$ cat src/rtl/note_pkg.sv
// note_pkg: note encoding, nominal tone periods and the period classifier
package note_pkg;

   localparam logic [1:0] NOTE_NONE = 2'd0;
   localparam logic [1:0] NOTE_CS   = 2'd1;
   localparam logic [1:0] NOTE_DS   = 2'd2;
   localparam logic [1:0] NOTE_FS   = 2'd3;

   localparam int NOM_CS  = 97122;
   localparam int NOM_DS  = 86816;
   localparam int NOM_FS  = 72974;
   localparam int NOM_TOL = 512;

   function automatic logic in_window(input int p, input int nom, input int tol);
      return (p >= nom - tol) && (p <= nom + tol);
   endfunction

   function automatic logic windows_overlap(input int a, input int b, input int tol);
      return ((a > b) ? a - b : b - a) <= 2 * tol;
   endfunction

   function automatic logic [1:0] classify(input int p, input int cs, input int ds,
                                           input int fs, input int tol);
      return in_window(p, cs, tol) ? NOTE_CS :
             in_window(p, ds, tol) ? NOTE_DS :
             in_window(p, fs, tol) ? NOTE_FS : NOTE_NONE;
   endfunction

endpackage

$ cat src/rtl/tone_edge_sync.sv
// tone_edge_sync: two-flop synchronizer plus a one-cycle rising-edge pulse
module tone_edge_sync (
   input  logic clk,
   input  logic rst,
   input  logic in_i,
   output logic rise_o
);

   logic s1_q, s2_q, dly_q;

   always_ff @(posedge clk)
      if (rst) {s1_q, s2_q, dly_q} <= '0;
      else     {s1_q, s2_q, dly_q} <= {in_i, s1_q, s2_q};

   assign rise_o = s2_q & ~dly_q;

endmodule

$ cat src/rtl/tone_period_detector.sv
// tone_period_detector: measures the rise-to-rise period of a tone line and
// reports a stable C#/D#/F# note after MATCH_N consecutive matching periods
module tone_period_detector
   import note_pkg::*;
#(
   parameter int PERIOD_CS = NOM_CS,
   parameter int PERIOD_DS = NOM_DS,
   parameter int PERIOD_FS = NOM_FS,
   parameter int TOL       = NOM_TOL,
   parameter int TIMEOUT   = 131072,
   parameter int MATCH_N   = 2,
   parameter int CNT_W     = 21
) (
   input  logic             clk,
   input  logic             rst,
   input  logic             tone_in,
   output logic [CNT_W-1:0] period,
   output logic             period_strobe,
   output logic [1:0]       note_id,
   output logic             note_valid,
   output logic             tone_lost
);

   localparam int SW = $clog2(MATCH_N + 1);
   localparam logic [CNT_W-1:0] CNT_MAX = CNT_W'(TIMEOUT - 1);

   if (windows_overlap(PERIOD_CS, PERIOD_DS, TOL) || windows_overlap(PERIOD_CS, PERIOD_FS, TOL) ||
       windows_overlap(PERIOD_DS, PERIOD_FS, TOL) || TIMEOUT >= 2 ** CNT_W) begin : g_bad_cfg
      $error("tone_period_detector: overlapping note windows or TIMEOUT too wide for CNT_W");
   end

   logic             rise, tmo;
   logic [CNT_W-1:0] cnt_q, cnt_d, period_q, period_d;
   logic             armed_q, armed_d, lost_q, lost_d, strobe_q, strobe_d, valid_q, valid_d;
   logic [1:0]       cls_q, cls_d, last_q, last_d, id_q, id_d;
   logic [SW-1:0]    streak_q, streak_d, streak_inc;

   tone_edge_sync u_sync (.clk(clk), .rst(rst), .in_i(tone_in), .rise_o(rise));

   always_comb begin
      tmo        = ~rise && (cnt_q == CNT_MAX);
      streak_inc = (streak_q == SW'(MATCH_N)) ? streak_q : streak_q + 1'b1;
      cnt_d      = rise ? '0 : tmo ? cnt_q : cnt_q + 1'b1;
      period_d   = period_q;
      strobe_d   = rise & armed_q;
      cls_d      = cls_q;
      armed_d    = armed_q | rise;
      lost_d     = lost_q & ~rise;
      valid_d    = valid_q;
      id_d       = id_q;
      streak_d   = streak_q;
      last_d     = last_q;
      if (rise && armed_q) begin
         period_d = cnt_q + 1'b1;
         cls_d    = classify(int'(cnt_q) + 1, PERIOD_CS, PERIOD_DS, PERIOD_FS, TOL);
      end
      // classification from the previous cycle's measurement drives the streak
      if (strobe_q) begin
         streak_d = (cls_q == NOTE_NONE) ? '0 : (cls_q == last_q) ? streak_inc : SW'(1);
         valid_d  = (cls_q != NOTE_NONE && cls_q == last_q) ? valid_q : 1'b0;
         id_d     = (cls_q == NOTE_NONE) ? NOTE_NONE : id_q;
         last_d   = cls_q;
         if (cls_q != NOTE_NONE && streak_d == SW'(MATCH_N)) begin
            valid_d = 1'b1;
            id_d    = cls_q;
         end
      end
      if (tmo) begin
         armed_d  = 1'b0;
         lost_d   = 1'b1;
         valid_d  = 1'b0;
         id_d     = NOTE_NONE;
         streak_d = '0;
         last_d   = NOTE_NONE;
      end
   end

   always_ff @(posedge clk)
      if (rst) begin
         cnt_q    <= '0;
         period_q <= '0;
         armed_q  <= 1'b0;
         lost_q   <= 1'b1;
         strobe_q <= 1'b0;
         valid_q  <= 1'b0;
         cls_q    <= NOTE_NONE;
         last_q   <= NOTE_NONE;
         id_q     <= NOTE_NONE;
         streak_q <= '0;
      end else begin
         cnt_q    <= cnt_d;
         period_q <= period_d;
         armed_q  <= armed_d;
         lost_q   <= lost_d;
         strobe_q <= strobe_d;
         valid_q  <= valid_d;
         cls_q    <= cls_d;
         last_q   <= last_d;
         id_q     <= id_d;
         streak_q <= streak_d;
      end

   assign period        = period_q;
   assign period_strobe = strobe_q;
   assign note_id       = id_q;
   assign note_valid    = valid_q;
   assign tone_lost     = lost_q;

endmodule

$ cat config.mk
export PLATFORM = sky130hd
export DESIGN_NAME = tone_period_detector
export DESIGN_NICKNAME = d
export VERILOG_FILES = /design/src/rtl/note_pkg.sv /design/src/rtl/tone_edge_sync.sv /design/src/rtl/tone_period_detector.sv
export SDC_FILE = /design/constraint.sdc
export NUM_CORES = 1
export LEC_CHECK = 0
export ABC_AREA = 1
export CORE_MARGIN = 10
export CORE_UTILIZATION = 48
export DETAILED_ROUTE_END_ITERATION = 8
export GPL_ROUTABILITY_DRIVEN = 1
export PLACE_DENSITY = 0.68
export SLEW_MARGIN = 20
export SYNTH_ARGS = -nofsm -noshare
export SYNTH_HDL_FRONTEND = slang
export SYNTH_SLANG_ARGS = --single-unit
$ cat constraint.sdc
create_clock -name clk -period 4.8 [get_ports clk]
set_clock_uncertainty 0.15 [all_clocks]
set_input_delay 1.2 -clock clk [delete_from_list [all_inputs] [get_ports clk]]
set_output_delay 1.2 -clock clk [all_outputs]
set_load 0.02 [all_outputs]
Word level (Yosys, flattened, before mapping):

Index checks and enable logic that the tools add are counted.

* add/subtract/negate cells: 3
* $mul: 0
* divide/modulo/power cells: 0
* $lt $le $gt $ge: 6
* equality and inequality tests: 5
* shifts and indexed selects: 0
* mux-type cells: 10
* bitwise logic cells: 6
* reduce and logical (&&, ||, !) cells: 14

Operator list (count)
* greater-or-equal comparator 22 x 17 -> 1 bit, second input constant: 3
* less-or-equal comparator 22 x 17 -> 1 bit, second input constant: 3
* adder 21 x 1 -> 22 bit, second input constant: 1
* adder 21 x 1 -> 21 bit, second input constant: 1
* == test 21 x 17 -> 1 bit, second input constant: 1
* two-way mux 2 bit: 8
* logical AND 1 bit: 7
* == test 2 bit, second input constant: 2
* AND reduction 2 bit: 2
* nonzero test 2 bit: 2
* OR reduction 2 bit: 2
* bitwise AND 1 bit: 3
* adder 2 x 1 -> 2 bit, second input constant: 1
* == test 2 bit: 1
* zero test 2 bit: 1
* two-way mux 1 bit: 2
* inequality test 2 x 1 -> 1 bit, second input constant: 1
* inverter 1 bit: 2
* OR 1 bit: 1

* register bits: 57
* bits in latches: 0
* RAM bits: 0
* memory bits (read-only): 0
* input port bits: 3
* output and inout bits: 26
* logic and storage cells: 57
* memories: 0

Depth between registers and ports, before layout:

Gate-level depths: netlist of the first run.

* depth in word-level cells: 8
* depth in mapped cells: 19
* mapped depth without buffers: 18

By module:

From an unflattened synthesis of the first run, not the netlist that was laid out.

* cell total of the unflattened synthesis: 477
* area total of the unflattened synthesis: 3101.7 sq um

By module, submodules not included
* tone_period_detector: times used 1, cells an instance 467, area each 3015.4 sq um, sequential area each 1081.0 sq um
* tone_edge_sync: times used 1, cells an instance 10, area each 86.3 sq um, sequential area each 60.1 sq um

Worst setup path after synthesis of the first run:

OpenSTA, ideal clock, no wires.

* path type: register -> register
* from: register cnt_q[0]
* to: register cls_q[0]
* library setup time: 0.109 ns
* arrival: 2.007 ns
* required time: 4.541 ns
* path slack: 2.534 ns
* cell stages (with the launch flop): 20
* path buffers: 1
* clock period less this slack: 2.266 ns
* cell sequence: dfxtp_1 -> ha_1 -> buf_2 -> nand2_1 -> nor2_4 -> nand2_1 -> inv_1 -> nand2_1 -> nand2_1 -> nand2_2 -> nor2_2 -> nand2_1 -> nor2_2 -> nand3_1 -> nand2_1 -> nand2_1 -> nand2_1 -> nand3_1 -> nand2_1 -> inv_1

* word-level cells in the longest chain between the ends: 6
* elaborated cells on any way between the ends: 13
* classes of those cells: add/sub (1); order compare (6); mux (3); reduce/logical (3)

Ends and longest elaborated chain
* from (decl): line tone_period_detector.sv:33 `logic [CNT_W-1:0] cnt_q, cnt_d, period_q, period_d;`
* from (signal assigned): line tone_period_detector.sv:91 `cnt_q <= cnt_d;`
* adder 21 x 1 -> 22 bit *: line tone_period_detector.sv:55 `cls_d = classify(int'(cnt_q) + 1, PERIOD_CS, PERIOD_DS, PERIOD_FS, TOL);`
* greater-or-equal comparator 22 x 17 -> 1 bit / less-or-equal comparator 22 x 17 -> 1 bit (equally long branches): line note_pkg.sv:15 `return (p >= nom - tol) && (p <= nom + tol);`
* logical AND 1 bit: line note_pkg.sv:15
* two-way mux 2 bit: line note_pkg.sv:26 `in_window(p, fs, tol) ? NOTE_FS : NOTE_NONE;`
* two-way mux 2 bit: line note_pkg.sv:25 `in_window(p, ds, tol) ? NOTE_DS :`
* two-way mux 2 bit *: line note_pkg.sv:24 `return in_window(p, cs, tol) ? NOTE_CS :`
* to (signal assigned): line tone_period_detector.sv:97 `cls_q <= cls_d;`
* to (decl): line tone_period_detector.sv:35 `logic [1:0] cls_q, cls_d, last_q, last_d, id_q, id_d;`

Every way passes the cells marked *; elsewhere a longest branch is shown, timed or not.
A chain may end at the register's enable or synchronous reset.

Worst setup path in the final report of the first run:

* from: register cnt_q[0]
* to: register streak_q[0]

* word-level cells in the longest chain between the ends: 3

Ends and longest elaborated chain
* == test 21 x 17 -> 1 bit: line tone_period_detector.sv:41 `tmo = ~rise && (cnt_q == CNT_MAX);`
* logical AND 1 bit: line tone_period_detector.sv:41
* OR reduction 2 bit (no line)
* to (signal assigned): line tone_period_detector.sv:100 `streak_q <= streak_d;`
* to (decl): line tone_period_detector.sv:36 `logic [SW-1:0] streak_q, streak_d, streak_inc;`

No other way between the ends.

==> impl_metrics.ini, run 1 <==
[clock_tree]
clock_sinks = 57
cts_made_buffers = 9
clock_path_buffers = 2
h-tree-depth = 3
clock-root-buffer = clkbuf_8
cts_tree = built
ctsResizeCount = 0
post_cts_buffers = 0
path_clk_slew_ns = 0.07
clk_latency_ns = 0.33
ctsHoldBuffers = 0

[pwr]
p_comb_share_pct = 4.6
p_total_w = 0.0009244
seqPwrFrac_pct = 52.5
p_leak_nw = 1.645
p_switching_w = 0.0002308
powerDensity_mw_per_mm2 = 247.6
p_int_w = 0.0006935
swShare_pct = 24.97
ir_drop_mv = 0.2051
clkPwrFrac_pct = 42.9

[synth]
syn_area_mm2 = 0.003224
yosys.cell_types.count = 33
syn_nets = 512
seq_area_frac_synth_pct = 35.39
synth_cells = 506
syn_avg_cell_area_um2 = 6.372
synth-seq-cells = 57
synth_warnings = 0

[worst_setup_path]
crit_family = simple AND/OR/NAND/NOR gates
arrival_ns = 3.07
slowest_stage = dfxtp_1
slowest_delay_ns = 0.52
critical_path.endpoint_type = flop
cp_max_fo = 17
start_kind = flop
cp_cell_sequence = ha_1 > nand2_1 > nor2_4 > nand2_1 > nor2_1 > nand2_1 > nor2_1 > clkinv_1 > nand2_1 > nor2_1
path_class = reg -> reg
reg2reg_depth = 10
crit_cells = 10
cp_common_cell = nand2_1
path_buf_inv = 1
critical_path_required_ns = 4.87

[sta]
worst_pin_slew_ns = 0.6681
slew_viol_final = 0
layout_min_cycle_time_ns = 3.003
hold_violations = 0
maxSlewHeadroom_pct = 55.41
maxClockFrequency_ghz = 0.3329
worst_slack_ns = 1.797
rsz0062_at_grt = no
fin_setup_tns_ns = 0
finalSetupViolCount = 0
period_share_pct = 62.57
fin_hold_ws_ns = 0.2560

[run]
drv_cap = 0

[layout]
antenna_cells = 0
multi_input_comb_area_mm2 = 0.001754
final_common_cell = nand2_1
fin_nets = 541
regArea_mm2 = 0.001141
drive_above_1_share_pct = 10.00
nFillCells = 657
area_growth_pct = 15.79
final_cell_mix = 150 x nand2_1, 71 x inv_1, 61 x nor2_1
finalNonFillerCells = 617

[worst_hold_path]
worst_hold_path.num_cells = 2
min_path_type = reg -> reg

[place]
gp_congestion = 0.8745
dp_slack_ns = 1.708
dp_cells = 601
io_buffer_count = 28
dpl.hpwl_um = 6257

[detailed_routing]
wl_um = 8317
drt_iter0_markers = 167
wl_per_cell_um = 13.48
drt_pass1_iterations = 4
postRouteAntennaNets = 0
routed-via-count = 3173
via_per_inst = 5.143
remaining_drc_errors = 0

[floorplanning]
die_w_um = 102.0
io_pins = 29
die_h_um = 102.0
initial_core_util_pct = 50.20
die-area_mm2 = 0.01040
core.rowCount = 29
core_mm2 = 0.006422

[global_route]
grt.total_usage_pct = 16.90
grt_overflow = 0
antenna_found_initial = 0
grt_max_degree = 45
grt_pass1_wl_um = 14100
grt_pass1_vias = 2993

[status]
outcome = finished clean
-- power groups by stage --
stage | clock, W | sequential (W) | combinational (W)
2_1_floorplan | 0 | 0.000497 | 0.0000259
4_1_cts | 0.000406 | 0.000485 | 0.0000426
3_5_place_dp | 0 | 0.000496 | 0.0000420
6_report | 0.000397 | 0.000485 | 0.0000425
3_3_place_gp | 0 | 0.000495 | 0.0000418
5_1_grt | 0.000422 | 0.000486 | 0.0000472
-- sequential cells by signal (all words and copies together) (netlist names) --
name           count
period            21
u_sync.dly_q       1
last_q             2
cnt_q             21
u_sync.s2_q        1
period_strobe      1
u_sync.s1_q        1
note_valid         1
streak_q           2
note_id            2
tone_lost          1
cls_q              2
armed_q            1
-- worst min-delay path: cells and delay by family (launching register included) --
family	cells	cell delay, ns
buffers and inverters	1	0.04
AND/OR/NAND/NOR	1	0.03
flip-flops	1	0.30
-- final timing paths --
path,start,to,slack [ns]
setup / recovery,cnt_q[0],streak_q[0],1.80
hold / removal,u_sync.s1_q,u_sync.s2_q,0.26
setup reg to reg,cnt_q[0],streak_q[0],1.80
hold reg to reg,u_sync.s1_q,u_sync.s2_q,0.26
-- cells by family after synthesis --
family                     Yosys count  synth area share [%]
AOI/OAI and AO/OA                   67                 12.38
xor gates and xnor gates             5                 1.358
adders and majority gates            3                 1.164
buffers and inverters               86                 10.28
DFF                                 57                 35.39
and+or+nand+nor                    288                 39.43
-- metrics by stage --
stage | area, µm² | util (%)
after CTS | 3734 | 58.13
after global routing | 3734 | 58.13
final | 3734 | 58.13
after detailed placement | 3561 | 55.45
after floorplan | 3224 | -
after global placement | 3561 | 55.45
-- per-layer routing --
layer	global-route usage (%)	wire, µm
met5	0	0
met4	5.748	72
met3	3.509	420
met2	25.83	3651
met1	23.09	4173
-- layout make-up --
| type | count | area share [%] |
|---|---|---|
| repair buffers | 29 | 7.708 |
| clock buffers | 11 | 3.787 |
| well taps | 77 | 2.580 |
| inverters | 75 | 7.540 |
| flip-flops and latches | 57 | 30.56 |
| multi-input cells | 363 | 46.98 |
| clock inverters | 5 | 0.8378 |
-- Yosys cell counts --
master / count / area share, %
o21ai_1: 2 / 0.31
nor2_4: 3 / 1.0
nand2_2: 13 / 2.5
a21oi_2: 1 / 0.27
inv_2: 3 / 0.35
buf_2: 4 / 0.62
nand3_4: 1 / 0.54
o211ai_1: 15 / 3.5
clkinv_1: 1 / 0.12
nand3_1: 29 / 4.5
buf_4: 1 / 0.23
a211oi_1: 1 / 0.23
xor2_1: 4 / 1.1
nand3b_1: 2 / 0.47
a22oi_1: 1 / 0.23
a21oi_1: 28 / 4.3
nor2_8: 1 / 0.62
or2_2: 1 / 0.19
xnor2_1: 1 / 0.27
inv_1: 71 / 8.3
nor2_1: 62 / 7.2
o21bai_1: 3 / 0.70
clkbuf_1: 6 / 0.70
ha_1: 3 / 1.2
nand2_1: 150 / 17
o21ai_0: 13 / 2.0
nor2_2: 12 / 2.3
o21a_1: 1 / 0.23
o21ai_2: 2 / 0.54
nand4_1: 7 / 1.4
dfxtp_1: 57 / 35
nor3_1: 5 / 0.78
and2_1: 2 / 0.39
Note: power is estimated with default switching activity, not from simulation.
==> inputs of run 2 (changes only) <==
==> constraint.sdc (replaced) <==
create_clock -name clk -period 3.1 [get_ports clk]
set_clock_uncertainty 0.15 [all_clocks]
set_input_delay 0.775 -clock clk [delete_from_list [all_inputs] [get_ports clk]]
set_output_delay 0.775 -clock clk [all_outputs]
set_load 0.02 [all_outputs]
==> run 2 against run 1 <==
Cell count grew 0.49%. Wire length grew 2.0%. Core utilization grew 1.2 points. Total power grew 78%. Non-clock buffer count grew 3. First-iteration DRC count grew 11%. Combinational power grew 61%. Via count shrank 2.7%.
==> impl_metrics.ini, run 2 (synthesized netlist as in run 1, its figures left out) <==
[status]
outcome = finished clean

[clock_tree]
post_cts_buffers = 0
h-tree-depth = 3
clock_sinks = 57
clock_path_buffers = 2
path_clk_slew_ns = 0.07
ctsHoldBuffers = 0
cts_tree = built
ctsResizeCount = 0
clock-root-buffer = clkbuf_8
cts_made_buffers = 9
clk_latency_ns = 0.35

[sta]
finalSetupViolCount = 0
maxSlewHeadroom_pct = 74.84
fin_hold_ws_ns = 0.2561
fin_setup_tns_ns = 0
period_share_pct = 87.98
layout_min_cycle_time_ns = 2.727
worst_pin_slew_ns = 0.3774
maxClockFrequency_ghz = 0.3667
hold_violations = 0
rsz0062_at_grt = no
slew_viol_final = 0

[floorplanning]
die_w_um = 102.0
io_pins = 29
die-area_mm2 = 0.01040
die_h_um = 102.0
core.rowCount = 29
core_mm2 = 0.006422
initial_core_util_pct = 50.20

[layout]
area_growth_pct = 18.24
final_common_cell = nand2_1
antenna_cells = 0
nFillCells = 626
finalNonFillerCells = 620
drive_above_1_share_pct = 10.68
fin_nets = 544
final_cell_mix = 150 x nand2_1, 71 x inv_1, 61 x nor2_1

[worst_setup_path]
start_kind = flop
critical_path.endpoint_type = flop
arrival_ns = 2.82
startpoint = cnt_q[0]
cp_max_fo = 8
r2r-start = cnt_q[0]
path_class = reg -> reg
critical_path_required_ns = 3.19

[detailed_routing]
drt_iter0_markers = 186
routed-via-count = 3088
wl_um = 8482
wl_per_cell_um = 13.68
remaining_drc_errors = 0
via_per_inst = 4.981
postRouteAntennaNets = 0
drt_pass1_iterations = 5

[pwr]
p_leak_nw = 1.685
powerDensity_mw_per_mm2 = 430.4
ir_drop_mv = 0.2720

[global_route]
grt.total_usage_pct = 17.35
antenna_found_initial = 0
grt_overflow = 0
grt_pass1_wl_um = 14390
grt_max_degree = 43
grt_pass1_vias = 2928

[run]
drv_cap = 0

[place]
io_buffer_count = 28
dp_cells = 604
gp_congestion = 0.9355
dpl.hpwl_um = 6433

[worst_hold_path]
holdCritStartpoint = u_sync.s1_q
min_path_type = reg -> reg
[run 2: power breakdown]
part           internal [W]  switching (W)
clock              0.000494       0.000328
combinational     0.0000251      0.0000435
sequential         0.000742     0.00000922
[run 2: per-stage QoR]
| stage | power (W) | utilization [%] | setup slack [ns] | cell area [µm²] |
|---|---|---|---|---|
| floorplan | 0.0008101 | - | 0.8345 | 3224 |
| global placement | 0.0008364 | 55.80 | 0.4493 | 3583 |
| detailed placement | 0.0008365 | 55.80 | 0.4134 | 3583 |
| CTS | 0.001651 | 59.36 | 0.3901 | 3812 |
| global route | 0.001690 | 59.36 | 0.03389 | 3812 |
| finish | 0.001641 | 59.36 | 0.3727 | 3812 |
[run 2: path summary, 6_finish.rpt]
kind	end	slack (ns)	cells after the start
setup reg to reg	cls_q[0]	0.37	18
setup / recovery	cls_q[0]	0.37	18
hold / removal	u_sync.s2_q	0.26	2
hold reg to reg	u_sync.s2_q	0.26	2
[run 2: routing by layer]
layer	share of wire, %	track usage [%]
met2	41	24.84
met1	52	24.54
met4	1.2	5.640
met5	0	0
met3	5.8	4.588
[run 2: final cells by class]
class	count	area [µm²]	area share (%)
Clock buffer	11	151.4	3.971
Clock inverter	5	77.57	2.035
Inverter	75	281.5	7.384
Multi-Input combinational cell	363	1754	46.01
Sequential cell	57	1141	29.93
Tap cell	77	96.34	2.527
Timing Repair Buffer	32	310.3	8.139
[run 2: worst max-delay path: stages (launching register included)]
cell     delay (ns)
dfxtp_1        0.51
ha_1           0.36
nand2_1        0.13
nor2_4         0.19
nand2_1        0.12
nand2_1        0.07
nand2_1        0.17
nor2_1         0.19
nand3_1        0.11
nor2_1         0.10
nor2_1         0.07
inv_1          0.06
nand3_1        0.06
nand2_1        0.06
nand2_1        0.04
nand2_1        0.05
nand3_1        0.07
nand2_1        0.08
inv_1          0.03
==> inputs of run 3 (changes only) <==
--- a/config.mk
+++ b/config.mk
@@ -9,9 +9,8 @@
 export CORE_MARGIN = 10
 export CORE_UTILIZATION = 48
 export DETAILED_ROUTE_END_ITERATION = 8
+export DONT_BUFFER_PORTS = 1
 export GPL_ROUTABILITY_DRIVEN = 1
-export PLACE_DENSITY = 0.68
-export SLEW_MARGIN = 20
 export SYNTH_ARGS = -nofsm -noshare
 export SYNTH_HDL_FRONTEND = slang
 export SYNTH_SLANG_ARGS = --single-unit
==> run 3 against run 2 <==
Clock-buffer cell count fell by 1. Global-route usage rose by 0.052 points. Final area fell by 9.1%. Sequential cell count did not move. Critical path depth did not move. Core utilization fell by 5.4 points. Sequential share of layout area rose by 3.0 points. Total power fell by 15%. Worst setup slack improved by 0.019 ns. Cell count fell by 4.5%. Via count fell by 2.1%. Largest power group is now sequential cells.
==> impl_metrics.ini, run 3 (synthesized netlist as in run 1, its figures left out) <==
[floorplanning]
die_w_um = 102.0
die-area_mm2 = 0.01040
die_h_um = 102.0
core_mm2 = 0.006422
io_pins = 29
core.rowCount = 29
initial_core_util_pct = 50.20

[sta]
layout_min_cycle_time_ns = 2.708
rsz0062_at_grt = no
maxClockFrequency_ghz = 0.3693
maxSlewHeadroom_pct = 55.75
slew_viol_final = 0
worst_slack_ns = 0.3919
finalSetupViolCount = 0
worst_pin_slew_ns = 0.6630
period_share_pct = 87.36
hold_violations = 0
fin_setup_tns_ns = 0

[status]
outcome = finished clean

[worst_setup_path]
reg2reg_depth = 18
critical_path_required_ns = 3.19
cp_cell_sequence = ha_1 > nand2_1 > nor2_4 > nand2_1 > nand2_1 > nand2_1 > nor2_1 > nand3_1 > nor2_1 > nor2_1 > inv_1 > nand3_1 > nand2_1 > nand2_1 > nand2_1 > nand3_1 > nand2_1 > inv_1
critical_path.endpoint_type = flop
cp_max_fo = 8
start_kind = flop
startpoint = cnt_q[0]
slowest_delay_ns = 0.52
arrival_ns = 2.80
path_class = reg -> reg
slowest_stage = dfxtp_1
r2r-start = cnt_q[0]
cp_common_cell = nand2_1

[clock_tree]
path_clk_slew_ns = 0.07
clock_path_buffers = 2
ctsResizeCount = 0
clk_latency_ns = 0.34
clock-root-buffer = clkbuf_8
h-tree-depth = 3
cts_made_buffers = 9
ctsHoldBuffers = 0
post_cts_buffers = 0
cts_tree = built
clock_sinks = 57

[layout]
drive_above_1_share_pct = 11.07
area_growth_pct = 7.489
fin_nets = 516
final_cell_mix = 150 x nand2_1, 71 x inv_1, 61 x nor2_1
finalNonFillerCells = 592
final_common_cell = nand2_1
antenna_cells = 0

[global_route]
antenna_found_initial = 0
grt_pass1_vias = 2942
grt_pass1_wl_um = 14300
grt_overflow = 0
grt_max_degree = 42
grt.total_usage_pct = 17.40

[pwr]
powerDensity_mw_per_mm2 = 404.2
p_leak_nw = 1.555
ir_drop_mv = 0.3384

[detailed_routing]
routed-via-count = 3022
via_per_inst = 5.105
drt_iter0_markers = 96
remaining_drc_errors = 0
drt_pass1_iterations = 5
postRouteAntennaNets = 0
wl_um = 8295
wl_per_cell_um = 14.01

[place]
dp_slack_ns = 0.4178
dp_cells = 576
dpl.hpwl_um = 6410
gp_congestion = 0.9183
io_buffer_count = 0

[worst_hold_path]
min_path_type = reg -> reg
worst_hold_path.num_cells = 2
holdCritStartpoint = u_sync.s1_q

[run]
drv_cap = 0
## run 3: per-layer routing
metal  vias to the layer above  wire [µm]  GRT usage (%)
met5                         -          0              0
met4                         0        123          6.725
met3                        10        604          6.005
met2                        73       3565          24.79
met1                      1341       4001          23.51
li1                       1598          -              -
## run 3: path summary, 6_finish.rpt
kind                       to  slack (ns)
hold / removal    u_sync.s2_q        0.25
setup / recovery     cls_q[0]        0.39
setup reg to reg     cls_q[0]        0.39
hold reg to reg   u_sync.s2_q        0.25
## run 3: area by class of cell
class | count | area [µm²]
fill | 674 | 2957
multi-input combinational | 363 | 1754
sequential | 57 | 1141
inverter | 75 | 281.5
clock buffer | 10 | 127.6
tap | 77 | 96.34
clock inverter | 6 | 35.03
timing repair buffer | 4 | 30.03
## run 3: stage by stage
step	power (W)	hold slack, ns	instance area [µm²]	utilization [%]
final	0.001401	0.2543	3466	53.96
after detailed placement	0.0008232	0.2483	3303	51.43
after CTS	0.001423	0.2594	3466	53.96
after floorplan	0.0008101	0.2383	3224	-
after global routing	0.001459	0.2765	3466	53.96
after global placement	0.0008225	0.2407	3303	51.43
## run 3: power by group
| group | internal, W | switching [W] | leakage [nW] |
|---|---|---|---|
| Combinational | 0.0000150 | 0.0000341 | 1.01 |
| Sequential | 0.000742 | 0.0000149 | 0.461 |
| Clock | 0.000284 | 0.000311 | 0.0818 |
| Total | 0.00104 | 0.000360 | 1.56 |
## run 3: critical path, delay by kind of cell, from the launching register on
family	cells	cell delay, ns
buffers and inverters	2	0.09
flip-flops	1	0.52
AND/OR/NAND/NOR	15	1.48
adder cells (fa/ha/maj)	1	0.35
